File: config.mk
export PLATFORM = sky130hd
export DESIGN_NAME = reg_file_arbiter
export DESIGN_NICKNAME = d
export VERILOG_FILES = /design/src/rtl/rv32_pkg.sv /design/src/rtl/rf_bypass_merge.sv /design/src/rtl/reg_file_arbiter.sv
export SDC_FILE = /design/constraint.sdc
export NUM_CORES = 1
export LEC_CHECK = 0
export CAP_MARGIN = 30
export CORE_ASPECT_RATIO = 0.7
export CORE_MARGIN = 8
export CORE_UTILIZATION = 25
export DETAILED_ROUTE_END_ITERATION = 8
export PLACE_DENSITY = 0.63
export RECOVER_POWER = 50
export SLEW_MARGIN = 20
export SYNTH_ARGS = -nofsm -noshare
export SYNTH_HDL_FRONTEND = slang
export SYNTH_SLANG_ARGS = --single-unit
File: constraint.sdc
create_clock -name clk -period 4.5 [get_ports clk]
set_clock_uncertainty 0.2 [all_clocks]
set_input_delay 0.9 -clock clk [delete_from_list [all_inputs] [get_ports clk]]
set_output_delay 0.9 -clock clk [all_outputs]
set_load 0.02 [all_outputs]
File: src/rtl/rv32_pkg.sv
// Shared widths, arbiter state encoding and the bypass capture record used by the
// register file arbiter.
package rv32_pkg;

  localparam int unsigned XLEN       = 32;
  localparam int unsigned REG_ADDR_W = 5;

  typedef enum logic [1:0] {
    StIdle,
    StWait,
    StForce,
    StResp
  } arb_state_t;

  // Everything needed one cycle later to patch a registered read result.
  typedef struct packed {
    logic            hit0;
    logic            zero0;
    logic            hit1;
    logic            zero1;
    logic            owner_dbg;
    logic [3:0]      be;
    logic [XLEN-1:0] data;
  } byp_t;

endpackage

File: src/rtl/rf_bypass_merge.sv
// Patches a registered register-file read word with a same-cycle write and forces x0 to zero.
module rf_bypass_merge
  import rv32_pkg::*;
(
  input  logic [XLEN-1:0] rf_data_i,
  input  logic [XLEN-1:0] wr_data_i,
  input  logic [3:0]      be_i,
  input  logic            hit_i,
  input  logic            zero_i,
  output logic [XLEN-1:0] merged_o
);

  always_comb begin
    merged_o = rf_data_i;
    if (zero_i) begin
      merged_o = '0;
    end else if (hit_i) begin
      for (int b = 0; b < 4; b++) begin
        if (be_i[b]) merged_o[8*b +: 8] = wr_data_i[8*b +: 8];
      end
    end
  end

endmodule

File: src/rtl/reg_file_arbiter.sv
// Shares register file read channel 1 and the write port between the CPU and the debug host,
// with write-to-read bypass, x0 forcing and a bounded debug wait.
module reg_file_arbiter
  import rv32_pkg::*;
#(
  parameter int unsigned ADDR_W   = REG_ADDR_W,
  parameter int unsigned MAX_WAIT = 8
) (
  input  logic              clk,
  input  logic              rst,
  input  logic              cpu_rd_en0,
  input  logic [ADDR_W-1:0] cpu_rd_addr0,
  output logic [XLEN-1:0]   cpu_rd_data0,
  input  logic              cpu_rd_en1,
  input  logic [ADDR_W-1:0] cpu_rd_addr1,
  output logic [XLEN-1:0]   cpu_rd_data1,
  input  logic              cpu_wr_en,
  input  logic [ADDR_W-1:0] cpu_wr_addr,
  input  logic [3:0]        cpu_byte_en,
  input  logic [XLEN-1:0]   cpu_wr_data,
  output logic              cpu_stall,
  input  logic              dbg_req,
  input  logic              dbg_we,
  input  logic [ADDR_W-1:0] dbg_addr,
  input  logic [XLEN-1:0]   dbg_wdata,
  output logic              dbg_gnt,
  output logic              dbg_rvalid,
  output logic [XLEN-1:0]   dbg_rdata,
  output logic              rf_rd_en0,
  output logic [ADDR_W-1:0] rf_rd_addr0,
  output logic              rf_rd_en1,
  output logic [ADDR_W-1:0] rf_rd_addr1,
  output logic              rf_wr_en,
  output logic [ADDR_W-1:0] rf_wr_addr,
  output logic [3:0]        rf_byte_en,
  output logic [XLEN-1:0]   rf_wr_data,
  input  logic [XLEN-1:0]   rf_rd_data0,
  input  logic [XLEN-1:0]   rf_rd_data1
);

  localparam int unsigned CntW = $clog2(MAX_WAIT + 1);

  arb_state_t      state_q, state_d;
  logic [CntW-1:0] cnt_q, cnt_d;
  byp_t            byp_q, byp_d;
  logic [XLEN-1:0] dbg_rdata_q, dbg_rdata_d;

  logic stall, dbg_issue, dbg_free;
  logic cpu_rd0, cpu_rd1, cpu_wr, dbg_rd, dbg_wr, wr_any;
  logic [XLEN-1:0] dbg_merged;

  always_comb begin
    state_d    = state_q;
    cnt_d      = cnt_q;
    stall      = 1'b0;
    dbg_issue  = 1'b0;
    dbg_rvalid = 1'b0;
    dbg_free   = dbg_we ? !cpu_wr_en : !cpu_rd_en1;
    unique case (state_q)
      StIdle: begin
        if (dbg_req && dbg_free) begin
          dbg_issue = 1'b1;
          state_d   = dbg_we ? StIdle : StResp;
        end else if (dbg_req) begin
          state_d = StWait;
          cnt_d   = CntW'(1);
        end
      end
      StWait: begin
        if (!dbg_req) begin
          state_d = StIdle;
          cnt_d   = '0;
        end else if (dbg_free) begin
          dbg_issue = 1'b1;
          state_d   = dbg_we ? StIdle : StResp;
          cnt_d     = '0;
        end else if (cnt_q == CntW'(MAX_WAIT)) begin
          state_d = StForce;
        end else begin
          cnt_d = cnt_q + CntW'(1);
        end
      end
      StForce: begin
        stall     = 1'b1;
        dbg_issue = dbg_req;
        state_d   = (dbg_req && !dbg_we) ? StResp : StIdle;
        cnt_d     = '0;
      end
      StResp: begin
        dbg_rvalid = 1'b1;
        state_d    = StIdle;
      end
      default: state_d = StIdle;
    endcase
    // Nothing reaches the register file or the requesters while reset is applied.
    if (!rst) begin
      stall      = 1'b0;
      dbg_issue  = 1'b0;
      dbg_rvalid = 1'b0;
    end
  end

  assign cpu_stall = stall;
  assign dbg_gnt   = dbg_issue;

  assign cpu_rd0 = rst && cpu_rd_en0 && !stall;
  assign cpu_rd1 = rst && cpu_rd_en1 && !stall;
  assign cpu_wr  = rst && cpu_wr_en && !stall;
  assign dbg_rd  = dbg_issue && !dbg_we;
  assign dbg_wr  = dbg_issue && dbg_we;
  assign wr_any  = cpu_wr || dbg_wr;

  assign rf_rd_en0   = cpu_rd0;
  assign rf_rd_addr0 = cpu_rd_addr0;
  assign rf_rd_en1   = cpu_rd1 || dbg_rd;
  assign rf_rd_addr1 = dbg_rd ? dbg_addr : cpu_rd_addr1;
  assign rf_wr_addr  = dbg_wr ? dbg_addr : cpu_wr_addr;
  assign rf_byte_en  = dbg_wr ? 4'hF : cpu_byte_en;
  assign rf_wr_data  = dbg_wr ? dbg_wdata : cpu_wr_data;
  assign rf_wr_en    = wr_any && (rf_wr_addr != '0);

  always_comb begin
    byp_d.hit0      = cpu_rd0 && wr_any && (rf_wr_addr == cpu_rd_addr0);
    byp_d.zero0     = cpu_rd0 && (cpu_rd_addr0 == '0);
    byp_d.hit1      = rf_rd_en1 && wr_any && (rf_wr_addr == rf_rd_addr1);
    byp_d.zero1     = rf_rd_en1 && (rf_rd_addr1 == '0);
    byp_d.owner_dbg = dbg_rd;
    byp_d.be        = rf_byte_en;
    byp_d.data      = rf_wr_data;
  end

  assign dbg_rdata   = dbg_rvalid ? dbg_merged : dbg_rdata_q;
  assign dbg_rdata_d = dbg_rdata;

  always_ff @(posedge clk) begin
    if (!rst) begin
      state_q     <= StIdle;
      cnt_q       <= '0;
      byp_q       <= '0;
      dbg_rdata_q <= '0;
    end else begin
      state_q     <= state_d;
      cnt_q       <= cnt_d;
      byp_q       <= byp_d;
      dbg_rdata_q <= dbg_rdata_d;
    end
  end

  rf_bypass_merge u_merge_cpu0 (
    .rf_data_i (rf_rd_data0),
    .wr_data_i (byp_q.data),
    .be_i      (byp_q.be),
    .hit_i     (byp_q.hit0),
    .zero_i    (byp_q.zero0),
    .merged_o  (cpu_rd_data0)
  );

  // The owner flag zeroes channel 1 on whichever side did not issue the read.
  rf_bypass_merge u_merge_cpu1 (
    .rf_data_i (rf_rd_data1),
    .wr_data_i (byp_q.data),
    .be_i      (byp_q.be),
    .hit_i     (byp_q.hit1),
    .zero_i    (byp_q.zero1 || byp_q.owner_dbg),
    .merged_o  (cpu_rd_data1)
  );

  rf_bypass_merge u_merge_dbg (
    .rf_data_i (rf_rd_data1),
    .wr_data_i (byp_q.data),
    .be_i      (byp_q.be),
    .hit_i     (byp_q.hit1),
    .zero_i    (byp_q.zero1 || !byp_q.owner_dbg),
    .merged_o  (dbg_merged)
  );

endmodule
==> impl_metrics.csv, run 1 <==
group,metric,value,unit
flow_run,drv_cap,0,
status,status,"completed",
pwr,clkPwrFrac,0.336,
synthesis,synth-xor-area-share,0.0189,
placement,numPortBuffers,311,
sta,whs,0.331,ns
clock_network,cts.sinks,79,
setup_path,path_max_fanout,19,
clock_network,cts_setup_buffers,0,
clock_network,cts_inserted_buffers,9,
placement,gp_congestion,0.900,
floorplan,core,19900,um^2
clock_network,cts_resized,0,
placement,dp.final_hpwl,18000,um
sta,maxSlewViolCount,0,
pwr,switching_share,0.306,
setup_path,crit_type,"input pin to primary output",
pwr,seqPwrFrac,0.354,
synthesis,synth.top_cell.area_share,0.310,
synthesis,ys_warn_count,0,
setup_path,cp-start-kind,"input pin",
synthesis,netlist_instances,641,
sta,max_freq,226,MHz
synthesis,syn_avg_cell_area,7.96,um^2
setup_path,endpoint_kind,"primary output",
synthesis,synthTopCellsByArea,"dfxtp_1 (31%), and2_1 (8.9%), mux2_1 (7.1%), mux2i_1 (6.9%), buf_4 (6.5%)",
sta,worst_pin_slew,0.893,ns
synthesis,synth_top_family_by_area,"simple AND/OR/NAND/NOR gates",
clock_network,insertion_delay,0.34,ns
placement,placed_cells,1177,
clock_network,tritoncts,"built",
final_layout,fin_cells,1193,
route,ant_nets,0,
global_routing,grt_max_degree,43,
route,dr.pass1.iters,4,
synthesis,synth_edf_count,0,
synthesis,ys_types,51,
final_layout,antenna_cells,0,
synthesis,synth_compound_area_frac,0.115,
synthesis,synth_area,5100,um^2
route,drc,0,
synthesis,synth_top_area_cell,"dfxtp_1",
floorplan,io_pins,312,
setup_path,crit_required,3.40,ns
sta,rsz0062_at_grt,"false",
floorplan,fp.dieW,187,um
global_routing,antenna_found_initial,0,
route,num_vias,5419,
route,wl,22700,um
clock_network,clkTransAtPathRegs,0.06,ns
route,drt_iter0_drc,285,
floorplan,start_util,0.256,
route,viasPerCell,4.54,
synthesis,synth_simple_gate_area_frac,0.278,
final_layout,drive_gt1_frac,0.0715,
sta,hold_viol,0,
synthesis,synth.mux.area_fraction,0.154,
final_layout,ff_latch_area,1580,um^2
floorplan,die_y,136,um
floorplan,rows,43,
synthesis,yosysSeqAreaShare,0.310,
global_routing,grt_pass1_vias,5493,
pwr,cell_internal_pwr,1.47,mW
sta,period_needed,4.43,ns
clock_network,htree_levels,3,
synthesis,syn_nets,808,
clock_network,clk_path_buf_depth,2,
setup_path,cp_data_arrival_time,3.33,ns
pwr,peakVddDrop,0.137,mV
final_layout,multiInputGateArea,2980,um^2
pwr,power_frac_comb,0.311,
synthesis,synth_adder_area_share,0.0196,
sta,relSlewSlack,0.404,
synthesis,ys.flop_type,"dfxtp_1",
pwr,switching_power,0.650,mW
final_layout,fin_nets,1085,
clock_network,cts.root.buffer_cell,"clkbuf_16",
global_routing,grt_pass1_wl,34000,um
global_routing,grt_overflow,0,
min_path,holdCritPathClass,"flip-flop to flip-flop",
final_layout,synthToLayoutAreaGrowth,70.2,%
sta,fin_crit_sh,0.984,
final_layout,n_fill_cell,1996,
synthesis,yosys_register_bits,79,
synthesis,ys_async_sr_fraction,0,
pwr,power_density,244,nW/um^2
sta,fin_tns_setup,0,ns
pwr,p_leak,3.82,nW
clock_network,holdBufCountCts,0,
global_routing,grt_use_total,0.172,
sta,setup_viol_count_final,0,
route,avgRoutedWirePerCell,19.1,um
floorplan,die_area,25300,um^2
## Yosys cell counts, types with 5 or more instances
library cell / count
nand2_1: 84
dfxtp_1: 79
and2_1: 73
nand3_1: 46
buf_4: 44
nor2_1: 43
a21oi_1: 39
mux2i_1: 35
mux2_1: 32
clkbuf_1: 30
o21ai_1: 23
o21ai_0: 14
inv_1: 11
ha_1: 8
o211ai_1: 7
a221oi_1: 6
nor2b_1: 6
xor2_1: 6
or2_2: 5
xnor2_1: 5
## worst max-delay path: stages
cell and delay (ns):
clkdlybuf4s50_1 0.55, mux2i_4 0.29, a21oi_4 0.09, nor3b_4 0.21
buf_4 0.21, buf_12 0.17, mux2_1 0.35, clkdlybuf4s50_1 0.54
## cell type report
type / instances / area share
tap: 270 / 0.0389
clock buffer: 10 / 0.0275
clock inverter: 6 / 0.00576
inverter: 12 / 0.00519
timing repair buffer: 347 / 0.398
sequential: 79 / 0.182
multi-input combinational: 469 / 0.343
## kinds of logic after synthesis
group	Yosys count
AO/OA/AOI/OAI	100
buffers and inverters	93
XOR/XNOR	11
multiplexers	72
flip-flops	79
AND/OR/NAND/NOR	278
adder cells (fa/ha/maj)	8
## state kept, by name, summed over array words and instances, names as in the netlist
signal       count
cnt_q            4
state_q          2
dbg_rdata_q     32
byp_q           41
## final timing paths
| path | cells after the start | slack [ns] | end | start |
|---|---|---|---|---|
| setup reg to reg | 9 | 1.61 | byp_q[38]$_SDFF_PN0_ | state_q[0]$_SDFFE_PN0P_ |
| hold reg to reg | 2 | 0.33 | state_q[1]$_SDFFE_PN0P_ | state_q[1]$_SDFFE_PN0P_ |
| setup / recovery | 8 | 0.07 | rf_wr_data[30] | dbg_we |
| hold / removal | 2 | 0.33 | state_q[1]$_SDFFE_PN0P_ | state_q[1]$_SDFFE_PN0P_ |
## per-layer routing
metal  wire length (um)  share of wire  vias to the layer above  global-route usage
li1                   -              -                     2693                   -
met2              10300           0.45                      211               0.277
met1              10600           0.47                     2502               0.226
met5                  0              0                        -                   0
met4                146         0.0064                        0              0.0290
met3               1660          0.073                       13              0.0545
## placed cells by master (no fill, tap or decap), types with 26 or more instances in the layout
| cell type | synthesis | final |
|---|---|---|
| clkdlybuf4s50_1 | 0 | 248 |
| and2_0 | 0 | 26 |
| buf_4 | 44 | 26 |
| o21ai_0 | 14 | 36 |
| dfxtp_1 | 79 | 79 |
| a21oi_1 | 39 | 39 |
| dlygate4sd3_1 | 0 | 34 |
| nand3_1 | 46 | 46 |
| nor2_1 | 43 | 43 |
| and2_1 | 73 | 47 |
| mux2_1 | 32 | 33 |
| nand2_1 | 84 | 84 |
| mux2i_1 | 35 | 35 |
| dlymetal6s2s_1 | 0 | 27 |
## stage by stage
stage | setup slack [ns] | area, um^2 | total power, mW | utilization
floorplan | 0.944 | 5100 | 1.09 | -
global placement | 0.0874 | 8350 | 1.44 | 0.419
detailed placement | 0.0358 | 8350 | 1.44 | 0.419
CTS | 0.0319 | 8640 | 2.18 | 0.434
global route | 0.00359 | 8690 | 2.23 | 0.436
finish | 0.0699 | 8690 | 2.12 | 0.436
## power by group through the flow
stage | logic, mW | registers (mW) | clock network (mW)
after global routing | 0.707 | 0.753 | 0.767
final | 0.660 | 0.750 | 0.712
after detailed placement | 0.678 | 0.766 | 0
after floorplan | 0.340 | 0.752 | 0
after CTS | 0.681 | 0.750 | 0.747
after global placement | 0.677 | 0.766 | 0
Note: power is estimated with default switching activity, not from simulation.
==> run 2: changes to the inputs <==
==> constraint.sdc (replaced) <==
create_clock -name clk -period 4.5 [get_ports clk]
set_clock_uncertainty 0.2 [all_clocks]
set_input_delay 0.9 -clock clk [delete_from_list [all_inputs] [get_ports clk]]
set_output_delay 0.9 -clock clk [all_outputs]
set_load 0.01 [all_outputs]
==> run 2 against run 1 <==
Design area decreased by 0.45%. Hold slack improved by 0.0071 ns. Register-to-register slack better by 0.09 ns. Sequential share of layout area rose by 0.082 points. Clock power is 8.3% higher. Largest cell class unchanged. Routed wire length down 1.8%.
==> impl_metrics.csv, run 2 (same netlist as run 1, synthesis figures left out) <==
group,metric,value,unit
setup_path,cp_data_arrival_time,3.32,ns
final_layout,reg.largest.list,"byp_q (41), dbg_rdata_q (32), cnt_q (4)",
flow_run,drv_cap,0,
placement,numPortBuffers,311,
placement,postPlaceCellArea,8320,um^2
final_layout,fin_cells,1189,
min_path,whs_path_depth,2,
route,avgRoutedWirePerCell,18.8,um
global_routing,grt_use_total,0.171,
clock_network,insertion_delay,0.34,ns
final_layout,ff_latch_area,1580,um^2
setup_path,cp-start-kind,"input pin",
setup_path,crit_chain,"clkdlybuf4s50_1 > mux2i_4 > a21oi_4 > nor3b_4 > buf_4 > buf_12 > mux2_1 > clkdlybuf4s50_1",
final_layout,drive_gt1_frac,0.0696,
clock_network,cts.root.buffer_cell,"clkbuf_16",
sta,worst_pin_slew,0.926,ns
final_layout,fin_nets,1081,
final_layout,fin_area,8650,um^2
final_layout,synthToLayoutAreaGrowth,69.4,%
final_layout,top_register,"byp_q",
placement,placed_cells,1172,
floorplan,start_util,0.256,
global_routing,grt_max_degree,42,
clock_network,htree_levels,3,
setup_path,worstSetupPathDepth,8,
setup_path,r2r_cells,8,
route,viasPerCell,4.54,
route,met2_length,10100,um
setup_path,crit_required,3.40,ns
route,wl_met1,10300,um
final_layout,n_fill_cell,1951,
floorplan,die_area,25300,um^2
pwr,p_total,2.13,mW
route,num_vias,5393,
route,ant_nets,0,
final_layout,final_common_cell,"clkdlybuf4s50_1",
setup_path,cpMostUsedCell,"clkdlybuf4s50_1",
final_layout,multiInputGateArea,2990,um^2
clock_network,tritoncts,"built",
floorplan,fp.dieW,187,um
pwr,p_leak,3.62,nW
sta,hold_viol,0,
placement,gp_congestion,0.904,
setup_path,endpoint_kind,"primary output",
route,wl,22300,um
setup_path,path_max_fanout,19,
global_routing,antenna_found_initial,0,
setup_path,crit_type,"input pin to primary output",
clock_network,clkTransAtPathRegs,0.06,ns
final_layout,antenna_cells,0,
min_path,holdCritPathClass,"flip-flop to flip-flop",
pwr,peakVddDrop,0.153,mV
clock_network,cts_inserted_buffers,9,
sta,period_needed,4.42,ns
setup_path,regToRegSetupSlack,1.70,ns
route,met3WireLength,1720,um
clock_network,clk_path_buf_depth,2,
setup_path,slowest_stage,"clkdlybuf4s50_1",
route,dr.pass1.iters,4,
sta,relSlewSlack,0.382,
pwr,power_density,246,nW/um^2
sta,setup_viol_count_final,0,
floorplan,rows,43,
setup_path,critPathBufInv,4,
route,drc,0,
placement,dp.final_hpwl,18000,um
final_layout,layout_common_cells,"clkdlybuf4s50_1 (304), nand2_1 (84), dfxtp_1 (79)",
setup_path,cp_top_family,"buffers and inverters",
clock_network,cts.sinks,79,
floorplan,core,19900,um^2
sta,max_freq,226,MHz
floorplan,io_pins,312,
global_routing,grt_pass1_vias,5516,
global_routing,grt_pass1_wl,34200,um
floorplan,die_y,136,um
sta,fin_crit_sh,0.982,
sta,maxSlewViolCount,0,
final_layout,largest_reg_flops,41,
route,routed.top_layer,"met4",
status,status,"completed",
route,drt_iter0_drc,223,
global_routing,grt_overflow,0,
setup_path,max_stage_delay,0.55,ns
run 2: worst register-to-register path: stages (launching register included):
cell and delay, ns:
dfxtp_1 0.36, ha_1 0.30, nand2b_1 0.37, nor3b_4 0.35, buf_4 0.23, mux2i_2 0.36
buf_4 0.19, xor2_1 0.07, nor4_2 0.27
run 2: layout make-up:
class,instances,area share
repair buffers,343,0.391
multi-input cells,469,0.345
flip-flops and latches,79,0.183
well taps,270,0.0391
clock buffers,10,0.0276
clock inverters,6,0.00868
inverters,12,0.00521
run 2: worst paths after layout:
path,from,to
max reg2reg,state_q[1]$_SDFFE_PN0P_,byp_q[38]$_SDFF_PN0_
min reg2reg,state_q[1]$_SDFFE_PN0P_,state_q[1]$_SDFFE_PN0P_
max,dbg_we,rf_wr_data[21]
min,state_q[1]$_SDFFE_PN0P_,state_q[1]$_SDFFE_PN0P_
run 2: through the flow:
step / hold slack, ns / worst slack [ns] / util / TNS (ns)
4_1_cts: 0.334 / 0.0428 / 0.434 / 0
5_1_grt: 0.375 / -0.000626 / 0.434 / -0.000626
3_5_place_dp: 0.325 / 0.0626 / 0.418 / 0
6_report: 0.338 / 0.0825 / 0.434 / 0
2_1_floorplan: 0.283 / 1.05 / - / 0
3_3_place_gp: 0.316 / 0.0450 / 0.418 / 0
run 2: what timing repair did:
item                                    CTS  global route
gates resized for setup                   0             7
buffers inserted                          0             1
endpoints found under the setup margin    0            12
hold buffers                              0             0
run 2: per-layer routing:
metal  vias up  GRT usage
met4         0     0.0317
met5         -          0
li1       2699          -
met3        15     0.0610
met2       212      0.275
met1      2467      0.221
run 2: power breakdown:
part | internal, mW | switching, mW | total, mW | leakage (nW)
clock | 0.454 | 0.317 | 0.771 | 0.152
combinational | 0.356 | 0.253 | 0.609 | 2.82
sequential | 0.726 | 0.0239 | 0.749 | 0.647
total | 1.54 | 0.594 | 2.13 | 3.62
